==> src/rtl/seg7_pkg.sv <==
// Shared 7-segment definitions: active-low segment codes (bit6=a .. bit0=g)
// and the BCD "no digit" marker used by display checkers.
package seg7_pkg;
  typedef logic [6:0] seg7_t;
  typedef logic [3:0] bcd_t;

  localparam seg7_t SEG7_D0    = 7'b0000001;
  localparam seg7_t SEG7_D1    = 7'b1001111;
  localparam seg7_t SEG7_D2    = 7'b0010010;
  localparam seg7_t SEG7_D3    = 7'b0000110;
  localparam seg7_t SEG7_D4    = 7'b1001100;
  localparam seg7_t SEG7_D5    = 7'b0100100;
  localparam seg7_t SEG7_D6    = 7'b0100000;
  localparam seg7_t SEG7_D7    = 7'b0001111;
  localparam seg7_t SEG7_D8    = 7'b0000000;
  localparam seg7_t SEG7_D9    = 7'b0000100;
  localparam seg7_t SEG7_BLANK = 7'b1111111;

  localparam bcd_t DIGIT_NONE = 4'hF;
endpackage

==> src/rtl/seg7_pattern_decode.sv <==
// Combinational 7-segment pattern -> BCD decoder. Blank and unknown patterns
// both return DIGIT_NONE; the legal/blank flags tell them apart.
module seg7_pattern_decode
  import seg7_pkg::*;
(
  input  logic [6:0] seg,
  output logic [3:0] value,
  output logic       legal,
  output logic       blank
);

  // Table lookup against the package codes
  always_comb begin
    value = DIGIT_NONE;
    legal = 1'b1;
    blank = 1'b0;
    case (seg)
      SEG7_D0:    value = 4'd0;
      SEG7_D1:    value = 4'd1;
      SEG7_D2:    value = 4'd2;
      SEG7_D3:    value = 4'd3;
      SEG7_D4:    value = 4'd4;
      SEG7_D5:    value = 4'd5;
      SEG7_D6:    value = 4'd6;
      SEG7_D7:    value = 4'd7;
      SEG7_D8:    value = 4'd8;
      SEG7_D9:    value = 4'd9;
      SEG7_BLANK: begin legal = 1'b0; blank = 1'b1; end
      default:    legal = 1'b0;
    endcase
  end

endmodule

==> src/rtl/seg7_scan_decoder.sv <==
// Loop-back monitor for a multiplexed active-low 7-segment bus. Each stable
// dwell of {an,seg7} is captured once and decoded into per-digit values and
// status. Optional macro SEG7_ERRCNT_EN adds a saturating err_count output.
module seg7_scan_decoder
  import seg7_pkg::*;
#(
  parameter int NUM_DIGITS    = 4,
  parameter int STABLE_CYCLES = 4
) (
  input  logic                    clk,
  input  logic                    rst_n,
  input  logic [6:0]              seg7,
  input  logic [NUM_DIGITS-1:0]   an,
  output logic [4*NUM_DIGITS-1:0] digits,
  output logic [NUM_DIGITS-1:0]   digit_valid,
  output logic [NUM_DIGITS-1:0]   digit_blank,
  output logic                    pattern_err,
  output logic                    an_err,
`ifdef SEG7_ERRCNT_EN
  output logic [7:0]              err_count,
`endif
  output logic                    frame_done
);

  localparam logic [7:0]            RUN_MAX = 8'(STABLE_CYCLES);
  localparam logic [NUM_DIGITS-1:0] AN_ONE  = 1;

  logic [NUM_DIGITS-1:0]   an_q;
  logic [6:0]              seg_q;
  logic [7:0]              run_q, run_d;
  logic [4*NUM_DIGITS-1:0] digits_q, digits_d;
  logic [NUM_DIGITS-1:0]   valid_q, valid_d, blank_q, blank_d, seen_q, seen_d;
  logic                    perr_q, perr_d, anerr_q, anerr_d, frame_q, frame_d;
  logic [3:0]              dec_value;
  logic                    dec_legal, dec_blank, dec_invalid;
  logic [NUM_DIGITS-1:0]   an_low;
  logic                    in_same, capture, multi_low, single_low;

  seg7_pattern_decode u_dec (
    .seg   (seg_q),
    .value (dec_value),
    .legal (dec_legal),
    .blank (dec_blank)
  );

  // Run length of the current {an,seg7} and the one-shot capture strobe
  always_comb begin
    in_same     = ({an, seg7} == {an_q, seg_q});
    run_d       = !in_same ? 8'd1 : ((run_q == RUN_MAX) ? run_q : run_q + 8'd1);
    capture     = in_same && (run_q == RUN_MAX - 8'd1);
    an_low      = ~an_q;
    multi_low   = |(an_low & (an_low - AN_ONE));
    single_low  = (|an_low) && !multi_low;
    dec_invalid = !dec_legal && !dec_blank;
  end

  // Per-digit capture, sticky flags and frame tracking
  always_comb begin
    digits_d = digits_q;
    valid_d  = valid_q;
    blank_d  = blank_q;
    perr_d   = perr_q;
    anerr_d  = anerr_q;
    frame_d  = &seen_q;
    // A full mask is consumed by the frame pulse; a same-cycle capture
    // starts the next frame.
    seen_d   = (&seen_q) ? '0 : seen_q;
    if (capture) begin
      if (multi_low) begin
        anerr_d = 1'b1;
      end else if (single_low) begin
        for (int i = 0; i < NUM_DIGITS; i++) begin
          if (an_low[i]) begin
            digits_d[4*i +: 4] = dec_value;
            valid_d[i]         = dec_legal;
            blank_d[i]         = dec_blank;
            seen_d[i]          = 1'b1;
          end
        end
        if (dec_invalid) perr_d = 1'b1;
      end
    end
  end

`ifdef SEG7_ERRCNT_EN
  logic [7:0] errcnt_q, errcnt_d;

  // One count per erroneous capture, saturating
  always_comb begin
    errcnt_d = errcnt_q;
    if (capture && (multi_low || (single_low && dec_invalid)) && errcnt_q != 8'hFF)
      errcnt_d = errcnt_q + 8'd1;
  end

  // Error counter register
  always_ff @(posedge clk or negedge rst_n) begin
    if (!rst_n) errcnt_q <= 8'd0;
    else        errcnt_q <= errcnt_d;
  end

  assign err_count = errcnt_q;
`endif

  // Sample stage and capture state
  always_ff @(posedge clk or negedge rst_n) begin
    if (!rst_n) begin
      an_q     <= '1;
      seg_q    <= '1;
      run_q    <= 8'd0;
      digits_q <= {NUM_DIGITS{DIGIT_NONE}};
      valid_q  <= '0;
      blank_q  <= '0;
      seen_q   <= '0;
      perr_q   <= 1'b0;
      anerr_q  <= 1'b0;
      frame_q  <= 1'b0;
    end else begin
      an_q     <= an;
      seg_q    <= seg7;
      run_q    <= run_d;
      digits_q <= digits_d;
      valid_q  <= valid_d;
      blank_q  <= blank_d;
      seen_q   <= seen_d;
      perr_q   <= perr_d;
      anerr_q  <= anerr_d;
      frame_q  <= frame_d;
    end
  end

  assign digits      = digits_q;
  assign digit_valid = valid_q;
  assign digit_blank = blank_q;
  assign pattern_err = perr_q;
  assign an_err      = anerr_q;
  assign frame_done  = frame_q;

endmodule

==> config.mk <==
export PLATFORM = sky130hd
export DESIGN_NAME = seg7_scan_decoder
export DESIGN_NICKNAME = d
export VERILOG_FILES = /design/src/rtl/seg7_pkg.sv /design/src/rtl/seg7_pattern_decode.sv /design/src/rtl/seg7_scan_decoder.sv
export SDC_FILE = /design/constraint.sdc
export NUM_CORES = 1
export LEC_CHECK = 0
export ABC_AREA = 1
export CAP_MARGIN = 15
export CORE_AREA = 5 5 86 88
export DETAILED_ROUTE_END_ITERATION = 8
export DIE_AREA = 0 0 91 93
export GPL_ROUTABILITY_DRIVEN = 0
export PLACE_DENSITY_LB_ADDON = 0.2
export SYNTH_ARGS = -nofsm -noshare
export SYNTH_HDL_FRONTEND = slang
export SYNTH_SLANG_ARGS = --single-unit
export TNS_END_PERCENT = 10
==> constraint.sdc <==
create_clock -name clk -period 1.58 [get_ports clk]
set_input_delay 0.237 -clock clk [delete_from_list [all_inputs] [get_ports clk]]
set_output_delay 0.237 -clock clk [all_outputs]
set_load 0.02 [all_outputs]
Yosys cells after proc, flatten, opt, wreduce, memory -nomap -nowiden

Index checks and enable logic that the tools add are counted.

Register bits: 50
Output and inout bits: 27

Add/sub/neg operators: 2
Eq/ne operators: 14
Mux-type cells: 13
Bitwise logic cells: 3
Reductions and logical operators: 17

Operators with widths:

| cell                                             | count |
|---|---|
| case mux 4 bit (10 select lines)                 | 1 |
| AND reduction 4 bit                              | 6 |
| == test 7 bit, second input constant             | 3 |
| 2-to-1 mux 4 bit                                 | 4 |
| 2-to-1 mux 8 bit                                 | 2 |
| == test 7 x 3 -> 1 bit, second input constant    | 2 |
| == test 7 x 6 -> 1 bit, second input constant    | 2 |
| == test 11 bit                                   | 1 |
| OR reduction 10 bit                              | 1 |
| adder 8 x 1 -> 8 bit, second input constant      | 1 |
| == test 8 x 2 -> 1 bit, second input constant    | 1 |
| == test 8 x 3 -> 1 bit, second input constant    | 1 |
| OR reduction 4 bit                               | 2 |
| == test 7 x 1 -> 1 bit, second input constant    | 1 |
| == test 7 x 4 -> 1 bit, second input constant    | 1 |
| == test 7 x 5 -> 1 bit, second input constant    | 1 |
| logical NOT 7 bit                                | 1 |
| 2-to-1 mux 1 bit                                 | 6 |
| AND 4 bit                                        | 1 |
| inverter 4 bit                                   | 1 |
| subtractor 4 x 1 -> 4 bit, second input constant | 1 |
| logical AND 1 bit                                | 3 |
| logical NOT 1 bit                                | 3 |
| != test 2 bit, second input constant             | 1 |
| 2 further kinds                                  | 2 |

Longest topological paths before layout

Gate-level depths: netlist of the first run.

Depth after elaboration: 9
Mapped depth: 11
Mapped depth without buffers: 11

Cells and area by module

From an unflattened synthesis of the first run, not the netlist that was laid out.

Cells, all modules: 309
Area, all modules: 2,527.4 µm²

By module, submodules not included:

| module              | instances | cells each | area an instance (µm²) | sequential area each (µm²) |
|---|---|---|---|---|
| seg7_scan_decoder   | 1         | 254        | 2,269.7                | 1,285.0 |
| seg7_pattern_decode | 1         | 55         | 257.7                  | 0.0 |

Least setup slack after synthesis of the first run

OpenSTA, ideal clock, no wires.

Path kind: register to register
Start point: register run_q[0]
End point: register valid_q[0] (netlist: digit_valid[0])
Setup time: 0.117 ns
Arrival: 1.452 ns
Setup slack: 0.011 ns
Stages on the path, launching flop included: 7
Path buffers: 0
Clock period less this slack: 1.569 ns
Path through: dfrtp_1 ha_1 nand3_2 nor3_4 nand4_4 nand2_1 nand2_1

Cells in the longest elaborated chain, start to end: 3

RTL lines:

| what                                 | RTL line                 | source |
|---|---|---|
| from (decl)                          | seg7_scan_decoder.sv:30  | `logic [7:0] run_q, run_d;` |
| from (signal assigned)               | seg7_scan_decoder.sv:120 | `run_q <= run_d;` |
| == test 8 x 2 -> 1 bit               | seg7_scan_decoder.sv:50  | `capture = in_same && (run_q == RUN_MAX - 8'd1);` |
| logical AND 1 bit                    | seg7_scan_decoder.sv:50  |  |
| AND reduction 4 bit (no source line) | -                        |  |
| to (signal assigned)                 | seg7_scan_decoder.sv:122 | `valid_q <= valid_d;` |
| to (decl)                            | seg7_scan_decoder.sv:32  | `logic [NUM_DIGITS-1:0] valid_q, valid_d, blank_q, blank_d, seen_q, seen_d;` |

No other way between the ends.
A chain may end at the register's enable or synchronous reset.

Worst setup path after layout of the first run

Start point: register seg_q[3]
End point: register digits_q[15] (netlist: digits[15])

Cells in the longest elaborated chain, start to end: 3

RTL lines:

| what                                 | RTL line                 | source |
|---|---|---|
| from (decl)                          | seg7_scan_decoder.sv:29  | `logic [6:0] seg_q;` |
| from (signal assigned)               | seg7_scan_decoder.sv:119 | `seg_q <= seg7;` |
| == test 11 bit                       | seg7_scan_decoder.sv:48  | `in_same = ({an, seg7} == {an_q, seg_q});` |
| logical AND 1 bit                    | seg7_scan_decoder.sv:50  |  |
| AND reduction 4 bit (no source line) | -                        |  |
| to (signal assigned)                 | seg7_scan_decoder.sv:110 | `digits_q <= {NUM_DIGITS{DIGIT_NONE}};` |
| to (signal assigned)                 | seg7_scan_decoder.sv:121 | `digits_q <= digits_d;` |
| to (decl)                            | seg7_scan_decoder.sv:31  | `logic [4*NUM_DIGITS-1:0] digits_q, digits_d;` |

Parallel ways exist; a longest one is shown, timed or not.

==> results of run 1 <==
## worst max-delay path, cell delays in order, from the launching register on
cell and delay, ns:
dfstp_2 0.61, xnor2_2 0.14, nand3_2 0.12, nor2_4 0.20
buf_12 0.15, nand4_4 0.14, inv_4 0.11, nand2_1 0.05
nand2_1 0.05
## cell families after synthesis
logic type	count (synthesis)	synth area share (%)
AOI/OAI and AO/OA	19	4.35
xor gates and xnor gates	7	2.42
adders and majority gates	2	0.988
buffers and inverters	43	6.57
DFF	50	50.7
and+or+nand+nor	190	34.9
## flip-flops by register name (all words and copies together) (netlist names)
register / count
digits: 16
run_q: 8
seg_q: 7
an_q: 4
digit_blank: 4
digit_valid: 4
seen_q: 4
an_err: 1
frame_done: 1
pattern_err: 1
## layer usage
layer	vias up	wire, microns	GRT usage (%)
li1	1170	-	-
met1	1030	2930	19.4
met2	46	2950	22.5
met3	4	278	3.06
met4	0	41	2.93
met5	-	0	0
## how the worst max path moves through the flow
stage	depth (start not counted)	endpoint	slack (ns)	startpoint
finish	8	digits[15]	-0.04	seg_q[3]
floorplan	6	digit_valid[0]	0.01	run_q[0]
global placement	11	digits[10]	-0.33	seg7[6]
detailed placement	11	digits[10]	-0.35	seg7[6]
CTS	11	digits[7]	-0.09	seg_q[5]
global route	9	digits[1]	-0.18	seg_q[3]
## layout make-up
| cell class | count | share of cell area [%] |
|---|---|---|
| clock buffer | 5 | 1.88 |
| timing repair buffer | 81 | 21.2 |
| sequential | 50 | 35.1 |
| tap | 80 | 2.74 |
| multi-input combinational | 221 | 33.7 |
| clock inverter | 3 | 0.718 |
| inverter | 43 | 4.69 |
## per-stage QoR
stage               setup slack [ns]  power (mW)  cell area, sq um
detailed placement            -0.350        1.57              3300
global placement              -0.325        1.57              3300
finish                       -0.0396        2.39              3660
global route                  -0.175        2.52              3660
CTS                          -0.0883        2.39              3490
floorplan                     0.0112        1.44              2530
## report_power, final
group	switching, mW	total (mW)	internal [mW]
combinational	0.145	0.269	0.124
clock	0.469	0.796	0.327
sequential	0.0187	1.33	1.31
total	0.633	2.39	1.76
## timing repair
action	CTS	global route
endpoints found under the setup margin	41	41
endpoints found under the hold margin	23	0
gates resized for setup	27	32
cloned	0	3
hold buffers	1	0
setup buffers	6	2
pin swaps	4	18
## cell usage in the layout, fill, tap and decap left out, drive strengths merged
master	count
nand2	121
inv	42
buf	42
nor2	29
dfstp	27
dfrtp	23
clkdlybuf4s50	17
nand3	17
dlygate4sd2	16
nand4	16
nor3	9
o21ai	9
xnor2	6
a21oi	5
clkbuf	5
dlymetal6s2s	5
clkinv	4
o21bai	3
ha	2
xor2	1
o31ai	1
o211a	1
nor4	1
dlygate4sd3	1
==> run_results.csv, run 1 <==
group,metric,value,unit
grt,grt_pass1_vias,2108,
place,hpwl,4140,microns
synthesis,synth_top_area_share,28.0,%
status,violations,"setup timing",
floorplanning,pin_count,40,
critical_path,ff2ff_setup_slack,-0.04,ns
sta,tns,-0.382,ns
critical_path,start_kind,"flop",
worst_hold_path,min_path_cells,1,
clocking,tritoncts,"built",
floorplanning,initial_core_util,38.6,%
synthesis,synth_area_leader_cell,"dfstp_2",
power,peakVddDrop,0.403,mV
synthesis,synth.most_common_cell,"nand2_1",
place,dp_cells,463,
clocking,cts.clk_slew.worst_paths,0.09,ns
critical_path,cp-end-kind,"flop",
route,routed_wl,6200,microns
grt,grt_start_max_net_pins,51,
synthesis,synth-main-ff-cell,"dfstp_2",
synthesis,syn-num-nets,326,
clocking,cts_max_level,2,
route,first_pass_iters,4,
critical_path,r2r-end,"digits[15]",
critical_path,critPathArrivalTime,1.87,ns
synthesis,yosysSeqAreaShare,50.7,%
critical_path,worstPathMaxFanout,5,
sta,holdWs,0.383,ns
cells_and_area,drive_gt1_share,32.3,%
sta,relSlewSlack,78.6,%
route,vias_per_cell,4.66,
synthesis,synth_edf_count,0,
clocking,cts_buffers,5,
synthesis,async_reset_ff_share,100,%
sta,drv_slew,0,
route,drt_iter0_drc,152,
grt,grt_usage,14.0,%
synthesis,synth_area_per_cell,8.14,sq um
synthesis,synthesis.area,0.00253,sq mm
cells_and_area,final_util,55.7,%
grt,grt_remaining_overflow,0,
synthesis,synthTopCellsByArea,"dfstp_2 28%, dfrtp_1 23%, nand2_1 18%",
power,power_density,654,mW/mm^2
route,via_count,2250,
sta,fmax,0.617,GHz
grt,antenna_found_initial,0,
floorplanning,num_rows,30,
cells_and_area,fill_cells,582,
cells_and_area,antenna_cells,0,
critical_path,r2r_cells,8,
clocking,cts_buffer_depth,2,
cells_and_area,regArea,0.00128,sq mm
cells_and_area,layout.cells.non_filler,483,
critical_path,r2r-start,"seg_q[3]",
grt,grt_pass1_wl,9790,microns
worst_hold_path,hold_path_class,"input port to flop",
sta,fin_crit_sh,103,%
cells_and_area,multi_input_area,0.00123,sq mm
critical_path,critPathKind,"flop to flop",
cells_and_area,fin_nets,417,
critical_path,cp.required,1.83,ns
synthesis,yosys_register_bits,50,
worst_hold_path,hold_path.startpoint,"seg7[0]",
route,wl_per_cell,12.8,microns
clocking,cts_root_buf,"clkbuf_8",
sta,tightest_slew,0.318,ns
route,drcViolationCount,0,
floorplanning,core,0.00657,sq mm
synthesis,syn_inst,311,
floorplanning,die_area,0.00846,sq mm
power,p_leak,1.98,nW
place,io_buffers,39,
sta,setup_viol,21,
sta,final.setup_skew,0.0137,ns
synthesis,synthTopCellsByCount,"121 x nand2_1, 33 x inv_1, 27 x dfstp_2",
synthesis,yosysWarnings,0,
sta,rsz0062_at_grt,"yes",
floorplanning,chipWidth,91,microns
status,status,"complete, but fails checks",
floorplanning,die_y,93,microns
sta,min_period,1.62,ns
worst_hold_path,whs_endpoint,"seg_q[0]",
flow_run,cap_violations,0,
route,ant_nets,0,
synthesis,synth_cell_types,26,
cells_and_area,area_growth,44.4,%
sta,finalHoldViolations,0,
clocking,clk_latency,0.31,ns
clocking,cts.sinks,50,
sta,worst_slack,-0.0396,ns
Power figures use the tool's default switching activity.
==> run 2, diff against run 1 <==
--- a/config.mk
+++ b/config.mk
@@ -7,9 +7,9 @@
 export LEC_CHECK = 0
 export ABC_AREA = 1
 export CAP_MARGIN = 15
-export CORE_AREA = 5 5 86 88
+export CORE_AREA = 2 2 83 85
 export DETAILED_ROUTE_END_ITERATION = 8
-export DIE_AREA = 0 0 91 93
+export DIE_AREA = 0 0 85 87
 export GPL_ROUTABILITY_DRIVEN = 0
 export PLACE_DENSITY_LB_ADDON = 0.2
 export SYNTH_ARGS = -nofsm -noshare
==> run_results.csv, run 2 (synthesis gave the netlist of run 1 again) <==
group,metric,value,unit
sta,fmax,0.619,GHz
route,vias_per_cell,4.73,
floorplanning,chipWidth,85,microns
sta,tightest_slew,0.323,ns
clocking,cts_max_level,2,
clocking,tritoncts,"built",
power,p_leak,1.86,nW
sta,worst_slack,-0.0351,ns
grt,grt_usage,16.5,%
sta,setup_viol,14,
floorplanning,pin_count,40,
sta,finalHoldViolations,0,
grt,grt_pass1_vias,2164,
cells_and_area,area_growth,38.3,%
cells_and_area,largest_register_ff_count,16,
grt,grt_remaining_overflow,0,
clocking,cts_root_buf,"clkbuf_8",
sta,rsz0062_at_grt,"yes",
floorplanning,die_y,87,microns
route,wl_per_cell,12.2,microns
critical_path,start_kind,"flop",
cells_and_area,fill_cells,612,
grt,grt_start_max_net_pins,51,
critical_path,critPathArrivalTime,1.81,ns
flow_run,cap_violations,0,
sta,holdWs,0.379,ns
route,drt_iter0_drc,79,
sta,fin_crit_sh,102,%
status,status,"complete, but fails checks",
cells_and_area,final_common_cell,"nand2_1",
route,routed_wl,5750,microns
place,io_buffers,39,
floorplanning,num_rows,30,
cells_and_area,fin_nets,406,
route,first_pass_iters,4,
route,ant_nets,0,
sta,final.setup_skew,0.00609,ns
sta,min_period,1.62,ns
critical_path,cp.required,1.78,ns
floorplanning,die_area,0.00740,sq mm
floorplanning,core,0.00657,sq mm
grt,grt_pass1_wl,9740,microns
critical_path,cp-end-kind,"flop",
clocking,cts_buffers,5,
clocking,cts.sinks,50,
cells_and_area,antenna_cells,0,
floorplanning,initial_core_util,38.6,%
cells_and_area,final_util,53.3,%
critical_path,critPathKind,"flop to flop",
clocking,cts_buffer_depth,2,
sta,tns,-0.279,ns
clocking,cts.clk_slew.worst_paths,0.09,ns
sta,drv_slew,0,
critical_path,worstPathMaxFanout,5,
clocking,clk_latency,0.30,ns
worst_hold_path,hold_path_class,"input port to flop",
sta,relSlewSlack,78.3,%
place,hpwl,4190,microns
cells_and_area,most-common-layout-cells,"115 x nand2_1, 33 x inv_1, 27 x dfstp_2, 26 x buf_4, 23 x dfrtp_1",
grt,antenna_found_initial,0,
cells_and_area,drive_gt1_share,27.3,%
status,violations,"setup timing",
route,drcViolationCount,0,
power,peakVddDrop,0.576,mV
route,via_count,2234,
power,power_density,704,mW/mm^2
-- run 2: changes by cell type in the layout (fill, tap and decap cells not counted), moves of 3 or more --
| cell | before | now |
|---|---|---|
| dlymetal6s2s_1 | 5 | 1 |
| clkdlybuf4s50_1 | 17 | 21 |
| buf_6 | 5 | 1 |
| buf_4 | 30 | 26 |
| nor2_1 | 15 | 18 |
-- run 2: worst paths after layout --
check                           startpoint              to  slack [ns]  cells after the start
worst min-delay path               seg7[0]        seg_q[0]        0.38                      1
worst min register to register  digits[11]      digits[11]        0.47                      2
worst max-delay path              seg_q[4]  digit_valid[1]       -0.04                     10
max in group asynchronous            rst_n        seg_q[0]        0.85                      3
worst max register to register    seg_q[4]  digit_valid[1]       -0.04                     10
min in group asynchronous            rst_n      frame_done        0.45                      3
-- run 2: power breakdown --
part	total (mW)	switching, mW	leakage, nW	internal, mW
logic	0.242	0.133	1.23	0.109
clock network	0.899	0.426	0.0514	0.473
registers	1.32	0.0161	0.576	1.31
total	2.46	0.575	1.86	1.89
-- run 2: worst max-delay path, stage by stage, from the launching register on --
cell,delay [ns]
dfstp_2,0.56
inv_1,0.07
nand3_1,0.13
inv_1,0.06
nand2_1,0.09
nand2_1,0.07
nor2_2,0.13
nand2_2,0.12
buf_4,0.17
nand2_1,0.06
nand2_1,0.05
-- run 2: area by class of cell --
type / count / area [sq um] / area share, %
clock buffers: 6 / 72.6 / 2.07
inverters: 43 / 171 / 4.89
flip-flops and latches: 50 / 1280 / 36.7
repair buffers: 71 / 664 / 19.0
multi-input cells: 220 / 1170 / 33.4
clock inverters: 2 / 37.5 / 1.07
well taps: 80 / 100 / 2.86
-- run 2: repair_timing --
action | in CTS | in global routing
hold buffers | 1 | 0
cloned | 1 | 1
buffers inserted | 2 | 0
setup endpoints to repair | 43 | 38
resized for setup | 27 | 11
endpoints found under the hold margin | 23 | 0
pin swaps | 7 | 3
-- run 2: per-layer routing --
metal | track usage, % | vias up | routed length (microns)
met5 | 0 | - | 0
met4 | 5.19 | 0 | 63
met3 | 3.32 | 6 | 237
met1 | 21.6 | 1035 | 2660
li1 | - | 1153 | -
met2 | 27.6 | 40 | 2790
-- run 2: stage by stage --
stage / power [mW] / worst slack [ns] / cell area, sq um / std cells
after floorplan: 1.44 / 0.0112 / 2530 / 311
final: 2.46 / -0.0351 / 3500 / 472
after global placement: 1.57 / -0.326 / 3270 / 459
after detailed placement: 1.57 / -0.351 / 3270 / 459
after CTS: 2.49 / -0.0445 / 3450 / 471
after global routing: 2.60 / -0.173 / 3500 / 472
